### src/rtl/bcd_bin_conv.sv
// bcd_bin_conv
//   Converts a packed BCD word into binary, one digit per clock, most
//   significant digit first. A conversion containing any nibble above 9
//   reports err and a zero result instead of the arithmetic value.
//
// Ports
//   sys_clk   system clock, rising edge
//   rst       synchronous reset, active high
//   start     conversion request, only looked at while idle
//   bcd_data  packed BCD, top nibble is the most significant digit
//   bin_data  registered binary result, held between completions
//   busy      conversion in progress
//   done      one-cycle completion pulse
//   err       last conversion contained an invalid nibble
//
// state | meaning
// ------+----------------------------------------------------------
// IDLE  | waiting for start; results held
// CALC  | one captured digit folded into the accumulator per cycle
module bcd_bin_conv #(
  parameter int NUM_DIGITS = 6,
  parameter int BIN_W      = 20
) (
  input  logic                    sys_clk,
  input  logic                    rst,
  input  logic                    start,
  input  logic [4*NUM_DIGITS-1:0] bcd_data,
  output logic [BIN_W-1:0]        bin_data,
  output logic                    busy,
  output logic                    done,
  output logic                    err
);

  localparam int DATA_W = 4 * NUM_DIGITS;
  localparam int ACC_W  = BIN_W + 4;
  localparam int CNT_W  = $clog2(NUM_DIGITS + 1);

  typedef enum logic {IDLE = 1'b0, CALC = 1'b1} state_t;

  state_t             state, state_n;
  logic [DATA_W-1:0]  digits, digits_n;
  logic [ACC_W-1:0]   acc, acc_n;
  logic [CNT_W-1:0]   cnt, cnt_n;
  logic               inv, inv_n;
  logic [BIN_W-1:0]   bin_n;
  logic               busy_n, done_n, err_n;

  logic [3:0]         nib;
  logic               nib_bad;
  logic               last;
  logic [ACC_W-1:0]   acc_step;

  assign nib      = digits[DATA_W-1 -: 4];
  assign nib_bad  = (nib > 4'd9);
  assign last     = (cnt == CNT_W'(NUM_DIGITS - 1));
  // acc*10 as two shifts; the 4 guard bits keep the product untruncated
  assign acc_step = (acc << 3) + (acc << 1) + ACC_W'(nib);

  always_ff @(posedge sys_clk) begin
    if (rst) state <= IDLE;
    else     state <= state_n;
  end

  always_comb begin
    state_n = state;
    case (state)
      IDLE:    if (start) state_n = CALC;
      CALC:    if (last)  state_n = IDLE;
      default: state_n = IDLE;
    endcase
  end

  always_comb begin
    digits_n = digits;
    acc_n    = acc;
    cnt_n    = cnt;
    inv_n    = inv;
    bin_n    = bin_data;
    busy_n   = busy;
    err_n    = err;
    done_n   = 1'b0;
    case (state)
      IDLE: begin
        if (start) begin
          digits_n = bcd_data;
          acc_n    = '0;
          cnt_n    = '0;
          inv_n    = 1'b0;
          err_n    = 1'b0;
          busy_n   = 1'b1;
        end
      end
      CALC: begin
        digits_n = digits << 4;
        acc_n    = acc_step;
        cnt_n    = cnt + CNT_W'(1);
        inv_n    = inv | nib_bad;
        if (last) begin
          done_n = 1'b1;
          busy_n = 1'b0;
          // the current nibble counts toward validity of the result
          if (inv | nib_bad) begin
            bin_n = '0;
            err_n = 1'b1;
          end else begin
            bin_n = acc_step[BIN_W-1:0];
            err_n = 1'b0;
          end
        end
      end
      default: ;
    endcase
  end

  always_ff @(posedge sys_clk) begin
    if (rst) begin
      digits   <= '0;
      acc      <= '0;
      cnt      <= '0;
      inv      <= 1'b0;
      bin_data <= '0;
      busy     <= 1'b0;
      done     <= 1'b0;
      err      <= 1'b0;
    end else begin
      digits   <= digits_n;
      acc      <= acc_n;
      cnt      <= cnt_n;
      inv      <= inv_n;
      bin_data <= bin_n;
      busy     <= busy_n;
      done     <= done_n;
      err      <= err_n;
    end
  end

endmodule

### config.mk
export PLATFORM = sky130hd
export DESIGN_NAME = bcd_bin_conv
export DESIGN_NICKNAME = d
export VERILOG_FILES = /design/src/rtl/bcd_bin_conv.sv
export SDC_FILE = /design/constraint.sdc
export NUM_CORES = 1
export LEC_CHECK = 0
export ABC_AREA = 0
export ABC_CLOCK_PERIOD_IN_PS = 3200
export BUFFER_PORTS_ARGS = -buffer_cell sky130_fd_sc_hd__buf_2
export CAP_MARGIN = 20
export CORE_MARGIN = 5
export CORE_UTILIZATION = 58
export CTS_BUF_LIST = sky130_fd_sc_hd__clkbuf_8 sky130_fd_sc_hd__clkbuf_16
export DETAILED_ROUTE_END_ITERATION = 16
export PLACE_DENSITY = 0.8
export SKIP_LAST_GASP = 1
export SYNTH_ARGS = -nofsm -noshare
export SYNTH_HDL_FRONTEND = slang
export SYNTH_SLANG_ARGS = --single-unit
### constraint.sdc
create_clock -name sys_clk -period 3.2 [get_ports sys_clk]
set_input_delay 0.64 -clock sys_clk [delete_from_list [all_inputs] [get_ports sys_clk]]
set_output_delay 0.64 -clock sys_clk [all_outputs]
set_load 0.01 [all_outputs]
==> results.py, run 1 <==
metrics = {
    "cts": {
        "post_cts_buffers": 0,
        "tritoncts": "done",
        "clk_latency_ns": 0.34,
        "cts_num_sinks": 71,
        "cts_max_path_buffers": 2,
        "path_clk_slew_ns": 0.08,
        "clockRootBuffer": "clkbuf_8",
        "holdBufCountCts": 0,
        "cts_buffers": 9,
        "cts_max_level": 3,
        "cts_resized": 0,
    },
    "pwr": {
        "power_density_mw_per_mm2": 429,
        "p_sw_share_pct": 25.1,
        "switching_power_uw": 473,
        "combPwrFrac_pct": 8.4,
        "peakVddDrop_uv": 336,
        "p_leak_uw": 0.00212,
        "clkPwrFrac_pct": 42.3,
        "p_seq_share_pct": 49.3,
        "p_int_uw": 1410,
    },
    "routing": {
        "vias": 3403,
        "ant_nets": 0,
        "drt_iter0_drc": 250,
        "drc": 0,
        "wirelength_mm": 9.21,
        "dr.pass1.iters": 5,
        "wl_per_cell_um": 16.3,
        "via_per_inst": 6.01,
    },
    "synth": {
        "synthMuxAreaShare_pct": 6.73,
        "yosys.area_share.adder_pct": 12.7,
        "synth_nets": 508,
        "synth_area_leader_cell": "dfxtp_1",
        "synth_xor_area_share_pct": 2.72,
        "synth_top_area_share_pct": 36.8,
        "synth_ff_type": "dfxtp_1",
        "synthArstFlopShare_pct": 0,
        "avgSynthCellArea_um2": 8.72,
        "ys_top_cells_by_count": "71 x dfxtp_1, 70 x nor2_1, 45 x a21oi_1",
        "synth_seq_cells": 71,
        "ys_warn_count": 0,
        "synth_area_mm2": 0.00386,
        "synth_most_common_cell": "dfxtp_1",
        "yosysUniqueCellTypes": 51,
        "synth_compound_area_share_pct": 20.7,
        "synth_edf_count": 0,
        "ys_top_cells_by_area": "dfxtp_1 37%, ha_1 12%, nor2_1 6.8%",
        "postSynthCellCount": 443,
        "synth_simple_gate_area_share_pct": 16.2,
        "ys_seq_area_share_pct": 36.8,
        "synth_top_family_by_area": "compound AO/OA/AOI/OAI gates",
    },
    "place": {
        "io_buffer_count": 49,
        "dp_hpwl_mm": 6.60,
        "gp_congestion": 0.943,
        "postPlaceCellArea_mm2": 0.00417,
    },
    "sta": {
        "period_needed_ns": 2.94,
        "worst_pin_slew_ns": 0.593,
        "fin_setup_tns_ns": 0,
        "slew_headroom_pct": 60.2,
        "setup_viol_count_final": 0,
        "hold_viol": 0,
        "fin_crit_sh_pct": 91.8,
        "finalMaxSlewViolations": 0,
        "finalClockSkew_ns": 0.0110,
        "rsz0062_at_grt": "false",
        "max_freq_mhz": 340,
    },
    "global_routing": {
        "grtUsageTotal_pct": 22.7,
        "grt_antenna_before_repair": 0,
        "grt_max_degree": 40,
        "grt_pass1_wl_mm": 15.7,
        "grt.overflow.total": 0,
        "grt_pass1_vias": 3321,
    },
    "worst_setup_path": {
        "cp_max_fo": 4,
        "timing.rr.end": "bin_data[16]",
        "crit_type": "reg -> reg",
        "rr_startpoint": "digits[23]",
        "worst_ep_arrival_time_ns": 3.17,
        "worstPathRequired_ns": 3.43,
        "rrSetupSlack_ns": 0.26,
        "ff2ff_path_depth": 9,
        "start_kind": "register",
        "crit_start": "digits[23]",
        "crit_path_end_kind": "register",
    },
    "min_path": {
        "min_path_type": "reg -> reg",
        "hold_depth": 1,
        "min_from": "bin_data[7]",
        "min_to": "bin_data[7]",
    },
    "final_layout": {
        "multi_input_comb_area_mm2": 0.00229,
        "final_net_count": 549,
        "stdcell_area_mm2": 0.00439,
        "drive_gt1_share_pct": 16.6,
        "fill_cells": 517,
        "seq_area_mm2": 0.00142,
        "antenna_cells": 0,
        "area_growth_pct": 13.5,
    },
    "floorplan": {
        "row_count": 29,
        "initial_core_util_pct": 60.2,
        "core-area_mm2": 0.00642,
        "io_pins": 50,
        "die_width_um": 91.6,
        "die_h_um": 91.6,
        "dieArea_mm2": 0.00840,
    },
    "job": {
        "cap_violations": 0,
    },
    "run_status": {
        "outcome": "finished, final reports clean",
    },
}
-- cell families (layout without fill, tap and decap cells) --
family,after synthesis,in the layout
xor+xnor,12,12
fa+ha+maj,38,38
compound gates,116,116
flops,71,71
mux,26,26
simple gates,138,138
buf+inv,42,88
-- how the worst max path moves through the flow --
stage               slack [ns]  depth (start not counted)      endpoint
global route              0.09                          9       acc[10]
CTS                       0.28                          9  bin_data[16]
global placement          0.35                          9  bin_data[16]
finish                    0.26                          9  bin_data[16]
detailed placement        0.30                          9  bin_data[16]
floorplan                 0.47                          9  bin_data[16]
-- sequential cells by signal, indices dropped and copies added, names as in the netlist --
register / cells
digits: 24
bin_data: 20
acc: 19
cnt: 3
busy: 1
done: 1
err: 1
inv: 1
state: 1
-- power groups by stage --
stage	Combinational, uW	Clock, uW	Sequential, uW
finish	158	797	928
floorplan	117	0	938
global placement	152	0	948
global route	178	853	931
detailed placement	156	0	949
CTS	158	809	928
-- critical path, stage by stage (launching register included) --
cell       delay [ns]
dfxtp_1          0.35
inv_1            0.07
fa_1             0.58
fa_1             0.22
and2b_1          0.20
o2111ai_1        0.27
nand2_1          0.20
o311a_4          0.36
or3_1            0.35
a32o_1           0.25
-- final cells by class --
cell class	instances	share of cell area (%)
Clock buffer	9	2.82
Clock inverter	7	2.20
Inverter	16	1.37
Multi-Input combinational cell	330	52.2
Sequential cell	71	32.4
Tap cell	77	2.20
Timing Repair Buffer	56	6.79
-- cell usage in the layout, fill, tap and decap left out, drive strengths merged, types with 2 or more instances in the layout --
master     n
xnor2      7
inv       18
nand3      7
o21bai     2
a2111o     3
nand2     22
nor2      70
clkinvlp   2
nor2b      3
clkbuf     9
o211ai     4
and3      11
buf       56
o311ai     3
a21o       5
nor3      11
a32o       4
a22o      15
a31oi      7
o2111ai    2
a211o      2
fa         2
o21ai     11
a21oi     45
bufinv     2
xor2       5
nand4      6
nand2b     2
dfxtp     71
or3        2
mux2i     26
ha        36
a211oi     2
-- layer usage --
layer  track usage, %  up-vias  wire length [um]
met4             11.6        0               261
met5                0        -                 0
met1             28.9     1582              4180
met3             4.75       24               504
met2             36.2      109              4270
li1                 -     1688                 -
-- per-stage QoR --
| stage | setup slack, ns | instances | utilization [%] | power, uW | hold WS, ns |
|---|---|---|---|---|---|
| global placement | 0.354 | 550 | 64.9 | 1100 | 0.448 |
| finish | 0.263 | 566 | 68.3 | 1880 | 0.472 |
| CTS | 0.280 | 566 | 68.3 | 1890 | 0.476 |
| detailed placement | 0.296 | 550 | 64.9 | 1100 | 0.452 |
| floorplan | 0.474 | 443 | - | 1060 | 0.454 |
| global route | 0.0867 | 566 | 68.3 | 1960 | 0.494 |
No activity file was read; power rests on OpenSTA's default activity.
==> inputs of run 2 (changes only) <==
REMOVE_ABC_BUFFERS = 1   (was default)
==> results.py, run 2 (synthesis gave the netlist of run 1 again) <==
metrics = {
    "cts": {
        "cts_max_path_buffers": 2,
        "clk_latency_ns": 0.35,
        "cts_resized": 0,
        "clockRootBuffer": "clkbuf_8",
        "tritoncts": "done",
        "cts_num_sinks": 71,
        "holdBufCountCts": 0,
        "path_clk_slew_ns": 0.08,
        "cts_max_level": 3,
        "post_cts_buffers": 0,
        "cts_buffers": 9,
    },
    "worst_setup_path": {
        "ff2ff_path_depth": 9,
        "cp_slowest_stage_delay_ns": 0.58,
        "worst_ep_arrival_time_ns": 3.14,
        "rrSetupSlack_ns": 0.31,
        "critPathMostFrequentCell": "fa_1",
        "crit_path_end_kind": "register",
        "worstPathCellList": "inv_1 -> fa_1 -> fa_1 -> and2b_1 -> o2111ai_1 -> nand2_1 -> o311a_4 -> or3_1 -> a32o_1",
        "timing.rr.end": "bin_data[16]",
        "cp_max_fo": 4,
        "rr_startpoint": "digits[23]",
        "cp_top_family": "compound AO/OA/AOI/OAI gates",
        "crit_type": "reg -> reg",
        "start_kind": "register",
        "critPathBufInv": 1,
        "worstPathRequired_ns": 3.44,
        "critical_path.slowest_cell": "fa_1",
    },
    "sta": {
        "rsz0062_at_grt": "false",
        "period_needed_ns": 2.89,
        "finalMaxSlewViolations": 0,
        "max_freq_mhz": 345,
        "fin_setup_tns_ns": 0,
        "finalClockSkew_ns": 0.00724,
        "slew_headroom_pct": 53.9,
        "worst_pin_slew_ns": 0.690,
        "setup_viol_count_final": 0,
        "hold_viol": 0,
        "fin_crit_sh_pct": 90.5,
    },
    "global_routing": {
        "grt.overflow.total": 0,
        "grtUsageTotal_pct": 23.7,
        "grt_max_degree": 67,
        "grt_pass1_vias": 3404,
        "grt_antenna_before_repair": 0,
        "grt_pass1_wl_mm": 16.1,
    },
    "pwr": {
        "peakVddDrop_uv": 269,
        "power_density_mw_per_mm2": 404,
        "p_leak_uw": 0.00211,
    },
    "min_path": {
        "min_path_type": "reg -> reg",
        "min_to": "bin_data[10]",
        "hold_depth": 2,
        "min_from": "bin_data[10]",
    },
    "floorplan": {
        "die_width_um": 91.6,
        "die_h_um": 91.6,
        "core-area_mm2": 0.00642,
        "dieArea_mm2": 0.00840,
        "row_count": 29,
        "initial_core_util_pct": 60.2,
        "io_pins": 50,
    },
    "place": {
        "io_buffer_count": 49,
        "postPlaceCellArea_mm2": 0.00417,
        "gp_congestion": 0.947,
        "dp_hpwl_mm": 6.78,
    },
    "routing": {
        "via_per_inst": 6.06,
        "vias": 3431,
        "drt_iter0_drc": 168,
        "drc": 0,
        "wirelength_mm": 9.38,
        "wl_per_cell_um": 16.6,
        "dr.pass1.iters": 4,
        "ant_nets": 0,
    },
    "final_layout": {
        "largest_reg_flops": 24,
        "antenna_cells": 0,
        "drive_gt1_share_pct": 16.8,
        "most-common-layout-cells": "70 x nor2_1, 70 x dfxtp_1, 49 x buf_2",
        "largestRegisters": "digits (24), bin_data (20), acc (19)",
        "stdcell_area_mm2": 0.00435,
        "seq_area_mm2": 0.00142,
        "multi_input_comb_area_mm2": 0.00229,
        "final_util_pct": 67.7,
        "final_net_count": 549,
        "largest-register": "digits",
        "fill_cells": 526,
        "area_growth_pct": 12.5,
    },
    "run_status": {
        "outcome": "finished, final reports clean",
    },
    "job": {
        "cap_violations": 0,
    },
}
[run 2: where the power goes]
part	switching (uW)	internal [uW]	total, uW
sequential	14.8	907	922
clock	346	322	668
combinational	105	63.1	168
total	465	1290	1760
[run 2: final cells by class]
cell class / instances / area share (%)
Sequential cell: 71 / 32.7
Timing Repair Buffer: 56 / 6.85
Clock buffer: 11 / 3.48
Inverter: 16 / 1.38
Multi-Input combinational cell: 330 / 52.6
Clock inverter: 5 / 0.748
Tap cell: 77 / 2.22
[run 2: worst max-delay path by stage]
stage               start            to  slack [ns]  cells past startpoint
2_1_floorplan  digits[23]  bin_data[16]        0.47                      9
3_3_place_gp   digits[23]  bin_data[16]        0.34                      9
3_5_place_dp   digits[23]  bin_data[16]        0.30                      9
4_1_cts        digits[23]  bin_data[16]        0.29                      9
5_1_grt        digits[23]  bin_data[16]        0.06                      9
6_report       digits[23]  bin_data[16]        0.31                      9
[run 2: layer usage]
layer  global-route usage (%)  wire length (um)  vias up
met5                        0                 0        -
met4                     10.6                91        0
met3                     4.26               712        8
met2                     37.6              4370      110
met1                     31.6              4210     1632
li1                         -                 -     1681
[run 2: tightest hold or removal path, stage by stage, from the launching register on]
cell and delay, ns:
dfxtp_1 0.33, nand2_1 0.05, nand3_1 0.06
[run 2: stage by stage]
stage          total power, uW  setup slack [ns]  hold WS (ns)  cells
2_1_floorplan             1030             0.472         0.454    417
3_3_place_gp              1100             0.338         0.434    550
3_5_place_dp              1110             0.300         0.449    550
4_1_cts                   1770             0.287         0.468    566
5_1_grt                   1840            0.0573         0.498    566
6_report                  1760             0.305         0.465    566
==> inputs of run 3 (changes only) <==
PLACE_DENSITY = default   (was 0.8)
PLACE_DENSITY_LB_ADDON = 0.05   (was default)
==> results.py, run 3 (synthesis gave the netlist of run 1 again) <==
metrics = {
    "run_status": {
        "outcome": "finished, final reports clean",
    },
    "min_path": {
        "min_path_type": "reg -> reg",
    },
    "final_layout": {
        "antenna_cells": 0,
        "drive_gt1_share_pct": 16.3,
        "stdcell_area_mm2": 0.00432,
        "area_growth_pct": 11.7,
        "fin_cells": 563,
        "largest_reg_flops": 24,
        "largestRegisters": "digits (24), bin_data (20), acc (19)",
        "most-common-layout-cells": "70 x nor2_1, 70 x dfxtp_1, 49 x buf_2",
        "final_net_count": 548,
        "largest-register": "digits",
    },
    "worst_setup_path": {
        "worstPathCellList": "inv_1 -> fa_1 -> fa_1 -> and2b_1 -> o2111ai_1 -> nand2_1 -> o311a_4 -> or3_1 -> a32o_1",
        "critical_path.slowest_cell": "fa_1",
        "crit_path_end_kind": "register",
        "cp_max_fo": 4,
        "cp_slowest_stage_delay_ns": 0.59,
        "worst_ep_arrival_time_ns": 3.14,
        "worstSetupEndpoint": "bin_data[16]",
        "crit_start": "digits[23]",
        "rr_startpoint": "digits[23]",
        "rrSetupSlack_ns": 0.29,
        "start_kind": "register",
        "crit_type": "reg -> reg",
        "ff2ff_path_depth": 9,
        "worstPathRequired_ns": 3.43,
        "timing.rr.end": "bin_data[16]",
        "critPathMostFrequentCell": "fa_1",
    },
    "floorplan": {
        "core-area_mm2": 0.00642,
        "io_pins": 50,
        "dieArea_mm2": 0.00840,
        "die_width_um": 91.6,
        "initial_core_util_pct": 60.2,
        "row_count": 29,
        "die_h_um": 91.6,
    },
    "sta": {
        "worst_pin_slew_ns": 0.695,
        "fin_setup_tns_ns": 0,
        "hold_viol": 0,
        "period_needed_ns": 2.91,
        "finalMaxSlewViolations": 0,
        "setup_viol_count_final": 0,
        "slew_headroom_pct": 53.6,
        "finalClockSkew_ns": 0.00900,
        "max_freq_mhz": 343,
        "rsz0062_at_grt": "false",
        "fin_crit_sh_pct": 91.1,
        "setup_ws_ns": 0.285,
    },
    "global_routing": {
        "grt.overflow.total": 0,
        "grt_antenna_before_repair": 0,
        "grt_pass1_wl_mm": 15.0,
        "grtUsageTotal_pct": 21.8,
        "grt_max_degree": 64,
        "grt_pass1_vias": 3243,
    },
    "place": {
        "dpl_worst_slack_ns": 0.305,
        "postPlaceCellArea_mm2": 0.00416,
        "dp_hpwl_mm": 6.52,
        "io_buffer_count": 49,
        "gp_congestion": 0.869,
        "placedCellCount": 549,
    },
    "pwr": {
        "power_uw": 1700,
        "p_leak_uw": 0.00208,
        "peakVddDrop_uv": 283,
        "power_density_mw_per_mm2": 393,
    },
    "cts": {
        "cts_max_path_buffers": 2,
        "cts_resized": 0,
        "tritoncts": "done",
        "cts_buffers": 9,
        "clk_latency_ns": 0.34,
        "clockRootBuffer": "clkbuf_8",
        "cts_num_sinks": 71,
        "post_cts_buffers": 0,
        "cts_max_level": 3,
        "path_clk_slew_ns": 0.07,
        "holdBufCountCts": 0,
    },
    "job": {
        "cap_violations": 0,
    },
    "routing": {
        "drt_iter0_drc": 182,
        "via_per_inst": 5.85,
        "vias": 3291,
        "wl_per_cell_um": 15.6,
        "drc": 0,
        "wirelength_mm": 8.81,
        "dr.pass1.iters": 4,
        "ant_nets": 0,
    },
}
run 3: power breakdown:
part / internal [uW] / leakage, uW / total, uW / switching, uW
Clock: 274 / 0.0000736 / 616 / 343
Combinational: 61.6 / 0.00143 / 160 / 98.5
Sequential: 907 / 0.000577 / 922 / 14.7
run 3: how the worst min path moves through the flow:
| stage | startpoint | endpoint | cells past startpoint |
|---|---|---|---|
| 6_report | bin_data[12] | bin_data[12] | 1 |
| 2_1_floorplan | digits[6] | digits[10] | 2 |
| 3_5_place_dp | bin_data[12] | bin_data[12] | 1 |
| 5_1_grt | bin_data[7] | bin_data[7] | 1 |
| 3_3_place_gp | bin_data[10] | bin_data[10] | 2 |
| 4_1_cts | bin_data[12] | bin_data[12] | 1 |
run 3: layout make-up:
class | count | area [um^2]
Clock buffer | 9 | 124
Multi-Input combinational cell | 330 | 2290
Inverter | 16 | 60.1
Tap cell | 77 | 96.3
Fill cell | 547 | 2100
Clock inverter | 5 | 36.3
Sequential cell | 71 | 1420
Timing Repair Buffer | 55 | 290
run 3: through the flow:
stage          hold WS (ns)  utilization (%)
2_1_floorplan         0.454                -
3_3_place_gp          0.437             64.7
3_5_place_dp          0.452             64.7
4_1_cts               0.469             67.2
5_1_grt               0.486             67.2
6_report              0.465             67.2
run 3: worst max-delay path: cells and delay by family, from the launching register on:
family	cells	cell delay (ns)
AOI/OAI and AO/OA	3	0.85
adders and majority gates	2	0.81
buffers and inverters	1	0.07
DFF	1	0.35
and+or+nand+nor	3	0.73
run 3: per-layer routing:
layer	GRT usage, %	part of all wire, %
met2	36.7	48
met3	5.07	6.3
met4	7.04	0.82
met1	27.7	45
met5	0	0
